$ cat src/rtl/cell_select_decoder.sv
// rtl/cell_select_decoder.sv - registered cell-index to one-hot write-enable decoder with occupancy and turn tracking
module cell_select_decoder #(
  parameter int N_CELLS = 9,
  parameter int SEL_W   = 4
) (
  input  logic               clock,
  input  logic               reset_n,
  input  logic [SEL_W-1:0]   sel,
  input  logic               sel_valid,
  input  logic               clear,
  output logic [N_CELLS-1:0] en,
  output logic               player,
  output logic               accept,
  output logic               reject,
  output logic [N_CELLS-1:0] occupied,
  output logic               turn,
  output logic               full
);

  localparam int SPAN = 2 ** SEL_W;

  typedef enum logic {
    ST_PLAY = 1'b0,
    ST_FULL = 1'b1
  } state_t;

  state_t             state, state_nxt;
  logic [N_CELLS-1:0] occ_nxt, en_nxt, sel_hot, occ_after;
  logic [SPAN-1:0]    occ_ext;
  logic               turn_nxt, player_nxt, accept_nxt, reject_nxt;
  logic               legal;

  // Indices past the last cell read as taken, so one lookup covers both range and occupancy.
  always_comb begin
    occ_ext = '1;
    for (int i = 0; i < N_CELLS; i++) begin
      occ_ext[i] = occupied[i];
    end
  end

  always_comb begin
    for (int i = 0; i < N_CELLS; i++) begin
      sel_hot[i] = (sel == SEL_W'(i));
    end
  end

  assign legal     = ~occ_ext[sel];
  assign occ_after = occupied | sel_hot;
  assign full      = &occupied;

  always_comb begin
    state_nxt  = state;
    occ_nxt    = occupied;
    turn_nxt   = turn;
    player_nxt = player;
    en_nxt     = '0;
    accept_nxt = 1'b0;
    reject_nxt = 1'b0;
    if (clear) begin
      // A request arriving with clear is dropped silently.
      occ_nxt   = '0;
      turn_nxt  = 1'b0;
      state_nxt = ST_PLAY;
    end else if (sel_valid) begin
      if (state == ST_PLAY && legal) begin
        en_nxt     = sel_hot;
        accept_nxt = 1'b1;
        player_nxt = turn;
        occ_nxt    = occ_after;
        turn_nxt   = ~turn;
        if (&occ_after) begin
          state_nxt = ST_FULL;
        end
      end else begin
        reject_nxt = 1'b1;
      end
    end
  end

  always_ff @(posedge clock or negedge reset_n) begin
    if (!reset_n) begin
      state    <= ST_PLAY;
      occupied <= '0;
      turn     <= 1'b0;
      player   <= 1'b0;
      en       <= '0;
      accept   <= 1'b0;
      reject   <= 1'b0;
    end else begin
      state    <= state_nxt;
      occupied <= occ_nxt;
      turn     <= turn_nxt;
      player   <= player_nxt;
      en       <= en_nxt;
      accept   <= accept_nxt;
      reject   <= reject_nxt;
    end
  end

endmodule

$ cat config.mk
export PLATFORM = sky130hd
export DESIGN_NAME = cell_select_decoder
export DESIGN_NICKNAME = d
export VERILOG_FILES = /design/src/rtl/cell_select_decoder.sv
export SDC_FILE = /design/constraint.sdc
export NUM_CORES = 1
export LEC_CHECK = 0
export ABC_AREA = 1
export BUFFER_PORTS_ARGS = -buffer_cell sky130_fd_sc_hd__buf_2
export CAP_MARGIN = 20
export CORE_MARGIN = 2
export CORE_UTILIZATION = 53
export CTS_CLUSTER_DIAMETER = 120
export DETAILED_ROUTE_END_ITERATION = 8
export HOLD_SLACK_MARGIN = 0.08
export PLACE_DENSITY_LB_ADDON = 0.3
export RECOVER_POWER = 25
export SLEW_MARGIN = 40
export SYNTH_ARGS = -nofsm -noshare
export SYNTH_HDL_FRONTEND = slang
export SYNTH_SLANG_ARGS = --single-unit
$ cat constraint.sdc
create_clock -name clock -period 2.7 [get_ports clock]
set_clock_uncertainty 0.1 [all_clocks]
set_input_delay 0.135 -clock clock [delete_from_list [all_inputs] [get_ports clock]]
set_output_delay 0.135 -clock clock [all_outputs]
set_load 0.02 [all_outputs]
-- Yosys cells after proc, flatten, opt, wreduce, memory -nomap -nowiden
Index checks and enable logic that the tools add are counted.
- order comparisons: 1
- equal/unequal tests: 8
- mux-type cells: 21
- bitwise logic cells: 5
- reductions and logical operators: 10
- operator list (cell ; count):
    2-to-1 mux 9 bit ; 6
    AND reduction 9 bit ; 2
    equality test 4 x 3 -> 1 bit, second input constant ; 4
    2-to-1 mux 1 bit ; 14
    OR 9 bit ; 1
    equality test 4 x 2 -> 1 bit, second input constant ; 2
    AND reduction 3 bit ; 2
    nonzero test 2 bit ; 3
    < comparator 4 x 5 -> 1 bit, second input constant ; 1
    binary-select mux 1 bit (select 4 bit) ; 1
    equality test 4 x 1 -> 1 bit, second input constant ; 1
    equality test 4 bit, second input constant ; 1
    logical NOT 4 bit ; 1
    inverter 1 bit ; 4
    AND reduction 2 bit ; 1
    logical AND 1 bit ; 1
- register bits after elaboration: 23
- input bits: 8
- output and inout bits: 23
- word-level logic and storage cells: 52

-- Longest topological paths before layout
Gate-level depths: netlist of run 1.
- word-level depth: 7
- mapped depth: 12
- depth with buffers taken out: 10

-- Worst setup path before layout of run 1
OpenSTA, ideal clock, no wires.
- path kind: reg2out
- start: reg occupied[5]
- end: out full
- arrival time: 1.275 ns
- data required time: 2.465 ns
- slack: 1.190 ns
- stages on the path, launching flop included: 3
- buffers on the path: 0
- path through: dfrtp_1 -> inv_1 -> nor4_1
- longest elaborated chain between the ends: 1
- ends and longest elaborated chain (element ; line ; source):
    start: declaration ; 15 ; output logic [N_CELLS-1:0] occupied,
    start signal: assignment ; 91 ; occupied <= occ_nxt;
    AND reduction 9 bit ; 49 ; assign full = &occupied;
    end: declaration ; 17 ; output logic full
Every way passes these cells.

-- Worst setup path after layout of run 1
- start: reg occupied[8]
- end: reg turn
- longest elaborated chain between the ends: 6
- ends and longest elaborated chain (element ; line ; source):
    binary-select mux 1 bit (select 4 bit) ; 47 ; assign legal = ~occ_ext[sel];
    2-to-1 mux 1 bit (implied by the code) ; 47 ;
    inverter 1 bit ; 47 ;
    logical AND 1 bit ; 65 ; if (state == ST_PLAY && legal) begin
    nonzero test 2 bit (no source line) ; - ;
    AND reduction 2 bit (no source line) ; - ;
    end signal: assignment ; 92 ; turn <= turn_nxt;
    end: declaration ; 16 ; output logic turn,
Every way passes these cells. The select of a mux whose other input is x is not followed.
A chain may end at the register's enable or synchronous reset.

==> impl_metrics.csv, run 1 <==
group,metric,value,unit
outcome,status,"completed",
routing,drtIter0Drc,20,
clock_network,cts_root_buf,"clkbuf_4",
routing,vias,1071,
clock_network,clkSlewWorstSetupHoldPaths,0.12,ns
sta,tns,0,ns
yosys,yosysWarningCount,0,
setup_path,cp-end-kind,"register",
placed_design,dp_hpwl,1.84,mm
die,die-area,0.00274,mm^2
setup_path,cp_max_fo,4,
yosys,seq_area_frac_synth,46.4,%
sta,hold-worst-slack,0.123,ns
final_layout,drive_gt1_share,24.4,%
final_layout,fin_cells,225,
die,core-area,0.00221,mm^2
final_layout,final_core_util,65.4,%
clock_network,cts_tree,"built",
final_layout,diodes,0,
yosys,synth_top_cell_area_share,46.4,%
yosys,yosysTopAreaCell,"dfrtp_1",
yosys,postSynthCellCount,163,
setup_path,cp.arrival,2.08,ns
die,ios,31,
yosys,yosysUniqueCellTypes,18,
yosys,synthTopCellsByArea,"dfrtp_1, nand2_1, inv_1",
sta,period_share,72.8,%
routing,via_per_inst,4.76,
clock_network,clock_path_buffers,2,
die,start_util,56.1,%
clock_network,worstSkewPairLatency,0.31,ns
sta,period_minus_slack,1.97,ns
final_layout,nets,206,
yosys,syn-mean-instance-area,7.61,um^2
placed_design,placed_cells,218,
sta,setup_viol,0,
global_routing,grt_pass1_vias,1013,
min_path,min_path_type,"input pin to register",
setup_path,cp-start-kind,"register",
die,rows,17,
global_routing,grt.total_usage,20.5,%
placed_design,port_buffers,30,
sta,slew_headroom,21.9,%
power_and_ir_drop,total_power,596,uW
run,max_cap_violations,0,
setup_path,setup.worst_path.class,"register to register",
yosys,async_flop_share,100,%
global_routing,grt_max_degree,24,
yosys,synthFlopType,"dfrtp_1",
clock_network,post_cts_resized,0,
clock_network,post_cts_buffers,0,
clock_network,cts.sinks,23,
sta,maxSlewViolCount,0,
yosys,ys_seq_elements,23,
global_routing,grt_overflow,0,
routing,drc,0,
yosys,synth_commonest_cells,"nand2_1, inv_1, dfrtp_1",
sta,fmax,509,MHz
yosys,synth.most_common_cell,"nand2_1",
global_routing,antenna_found_initial,0,
routing,drtAntennaViolNets,0,
die,die_w,52.4,um
yosys,synthesis.area,0.00124,mm^2
final_layout,area_delta_synth_final,16.5,%
sta,hold_viol,0,
routing,wl_per_cell,10.9,um
routing,routed_wl,2.45,mm
placed_design,gp_congestion,0.904,
global_routing,grt_first_pass_wirelength,4.16,mm
clock_network,cts_buffers,3,
sta,tightest_slew,1.17,ns
yosys,synth_edf_count,0,
power_and_ir_drop,leakagePower,1.11,nW
clock_network,h-tree-depth,1,
power_and_ir_drop,power_density,412,mW/mm^2
die,dieHeight,52.4,um
yosys,synth_nets,171,
power_and_ir_drop,ir_drop,0.256,mV
setup_path,required,2.82,ns
routing,dr.pass1.iters,4,
sta,rsz0062_at_grt,"false",
-- worst max-delay path, stage by stage (launching register included) --
cell and delay (ns):
dfrtp_1 0.44, inv_1 0.10, nand3_2 0.09, nand2_1 0.07, nand2_1 0.04, a21oi_1 0.25, nand3_1 0.11, nand2_1 0.07
dlygate4sd3_1 0.55, nand2_1 0.05
-- cell usage in the layout, fill, tap and decap left out, drive strengths merged --
master and instances:
nand2 78, inv 36, buf 29, dfrtp 23, nor2 9, nand3 7
clkbuf 5, nand4 3, dlygate4sd3 3, a21oi 2, nor4 1, o21ai 1
-- metrics by stage --
step | area [um^2] | setup WS [ns]
after floorplan | 1240 | 1.19
after global placement | 1390 | 1.02
after detailed placement | 1390 | 0.978
after CTS | 1450 | 0.765
after global routing | 1450 | 0.580
final | 1450 | 0.734
-- report_power, final --
group | total (mW) | internal, mW | switching [mW]
Clock | 0.159 | 0.0577 | 0.101
Sequential | 0.356 | 0.352 | 0.00436
Combinational | 0.0808 | 0.0240 | 0.0568
-- sequential cells by signal (all words and copies together), names as in the netlist --
signal    count
occupied      9
reject        1
en            9
turn          1
state         1
player        1
accept        1
-- per-layer routing --
| layer | vias to the layer above | wire (um) | GRT usage (%) |
|---|---|---|---|
| li1 | 543 | - | - |
| met1 | 493 | 1080 | 24.9 |
| met2 | 30 | 1200 | 35.6 |
| met3 | 5 | 140 | 2.86 |
| met4 | 0 | 35 | 9.40 |
| met5 | - | 0 | 0 |
-- cell type report --
cell class	count	area [um^2]
tap	28	35.0
timing repair buffer	33	179
inverter	36	135
sequential	23	576
clock buffer	4	26.3
multi-input combinational	101	495
fill	198	766
-- timing repair --
item                       4_1_cts  5_1_grt
setup endpoints to repair        0        0
hold endpoints to repair        24        0
hold buffers                     3        0
-- cell families after synthesis --
logic type	share of synthesized area, %
AOI/OAI and AO/OA	1.51
buffers and inverters	13.7
DFF	46.4
and+or+nand+nor	38.4
-- worst paths after layout --
check	startpoint	cells past startpoint	slack, ns	end
worst max register to register	occupied[8]	9	0.73	turn
max in group asynchronous	reset_n	2	1.35	occupied[2]
worst max-delay path	occupied[8]	9	0.73	turn
min in group asynchronous	reset_n	2	0.47	en[1]
worst min register to register	player	2	0.38	player
worst min-delay path	sel[3]	5	0.12	en[8]
Note: power is estimated with default switching activity, not from simulation.
==> inputs of run 2 (changes only) <==
--- a/config.mk
+++ b/config.mk
@@ -9,7 +9,7 @@
 export BUFFER_PORTS_ARGS = -buffer_cell sky130_fd_sc_hd__buf_2
 export CAP_MARGIN = 20
 export CORE_MARGIN = 2
-export CORE_UTILIZATION = 53
+export CORE_UTILIZATION = 47
 export CTS_CLUSTER_DIAMETER = 120
 export DETAILED_ROUTE_END_ITERATION = 8
 export HOLD_SLACK_MARGIN = 0.08
==> constraint.sdc (replaced) <==
create_clock -name clock -period 1.8 [get_ports clock]
set_clock_uncertainty 0.1 [all_clocks]
set_input_delay 0.09 -clock clock [delete_from_list [all_inputs] [get_ports clock]]
set_output_delay 0.09 -clock clock [all_outputs]
set_load 0.02 [all_outputs]
==> impl_metrics.csv, run 2 (synthesis gave the netlist of run 1 again) <==
group,metric,value,unit
sta,hold-worst-slack,0.0735,ns
clock_network,cts.sinks,23,
setup_path,setup.worst_path.class,"register to register",
clock_network,clock_path_buffers,2,
min_path,hold_depth,6,
die,core-area,0.00250,mm^2
min_path,min_to,"en[0]",
die,dieHeight,55.4,um
setup_path,cp_max_fo,6,
setup_path,cp-start-kind,"register",
final_layout,final_core_util,59.6,%
global_routing,grt_max_degree,24,
clock_network,cts_buffers,3,
clock_network,cts_tree,"built",
setup_path,cp.arrival,1.78,ns
placed_design,dp_hpwl,1.86,mm
sta,setup_viol,0,
setup_path,reg2reg_setup_slack,0.18,ns
setup_path,cp-end-kind,"register",
routing,dr.pass1.iters,4,
power_and_ir_drop,power_density,608,mW/mm^2
min_path,min_path_type,"input pin to register",
final_layout,final_common_cell,"nand2_1",
clock_network,cts_root_buf,"clkbuf_4",
routing,wl_per_cell,10.8,um
final_layout,nets,209,
routing,drtIter0Drc,12,
setup_path,r2r_start,"occupied[2]",
sta,fmax,618,MHz
setup_path,reg2reg_depth,10,
final_layout,top_regs,"en x9, occupied x9",
run,max_cap_violations,0,
sta,maxSlewViolCount,0,
power_and_ir_drop,ir_drop,0.472,mV
setup_path,required,1.96,ns
min_path,min-delay-start,"sel[2]",
die,start_util,49.6,%
routing,via_per_inst,4.62,
sta,hold_viol,0,
final_layout,drive_gt1_share,25.5,%
global_routing,grt_first_pass_wirelength,4.42,mm
sta,tns,0,ns
routing,routed_wl,2.49,mm
power_and_ir_drop,leakagePower,1.13,nW
sta,slew_headroom,20.2,%
die,ios,31,
routing,drc,0,
placed_design,gp_congestion,0.839,
die,die-area,0.00307,mm^2
die,die_w,55.4,um
sta,rsz0062_at_grt,"false",
setup_path,reg2reg_to,"occupied[6]",
final_layout,area_delta_synth_final,20.0,%
clock_network,worstSkewPairLatency,0.31,ns
global_routing,grt_overflow,0,
global_routing,grt.total_usage,17.9,%
die,rows,18,
routing,vias,1062,
sta,period_share,89.9,%
routing,drtAntennaViolNets,0,
sta,tightest_slew,1.20,ns
clock_network,clkSlewWorstSetupHoldPaths,0.12,ns
final_layout,mostFrequentLayoutCells,"nand2_1, inv_1, buf_2, dfrtp_1, nand2_4",
outcome,status,"completed",
power_and_ir_drop,total_power,905,uW
placed_design,port_buffers,30,
setup_path,startpoint,"occupied[2]",
sta,period_minus_slack,1.62,ns
final_layout,diodes,0,
global_routing,grt_pass1_vias,1039,
global_routing,antenna_found_initial,0,
clock_network,h-tree-depth,1,
[run 2: metrics by stage]
stage | cell area [um^2] | setup WS (ns) | std cells
global route | 1490 | 0.0680 | 230
detailed placement | 1420 | 0.196 | 222
global placement | 1420 | 0.248 | 222
CTS | 1490 | 0.163 | 230
finish | 1490 | 0.181 | 230
floorplan | 1240 | 0.335 | 163
[run 2: worst max-delay path, cell delays in order, from the launching register on]
cell and delay (ns):
dfrtp_1 0.45, nand2_1 0.09, nand2_1 0.05, nand2_1 0.05, nand2_1 0.07, nand2_1 0.08
nand3_2 0.10, nor2_4 0.27, buf_12 0.19, nand2_4 0.05, nand2_1 0.05
[run 2: what timing repair did]
action	in CTS	in global routing
endpoints found under the setup margin	0	1
resized for setup	0	1
hold buffers	4	0
setup buffers	0	0
hold endpoints to repair	27	0
[run 2: power by group]
part           internal [mW]  switching, mW
clock                 0.0867          0.154
combinational         0.0431         0.0864
sequential             0.527        0.00756
total                  0.657          0.248
[run 2: how the worst max path moves through the flow]
stage                        to  slack (ns)
global route        occupied[6]        0.07
global placement    occupied[7]        0.25
detailed placement  occupied[6]        0.20
finish              occupied[6]        0.18
CTS                 occupied[6]        0.16
floorplan                  full        0.33
[run 2: final cells by class]
type | instances | area (um^2)
multi-input combinational | 101 | 498
sequential | 23 | 576
inverter | 36 | 135
tap | 30 | 37.5
clock buffer | 4 | 26.3
fill | 224 | 1010
timing repair buffer | 36 | 216
[run 2: metal layers]
metal  GRT usage, %  wire, um
met1           23.2      1110
met2           29.6      1210
met3           2.81       123
met4           7.32        46
met5              0         0
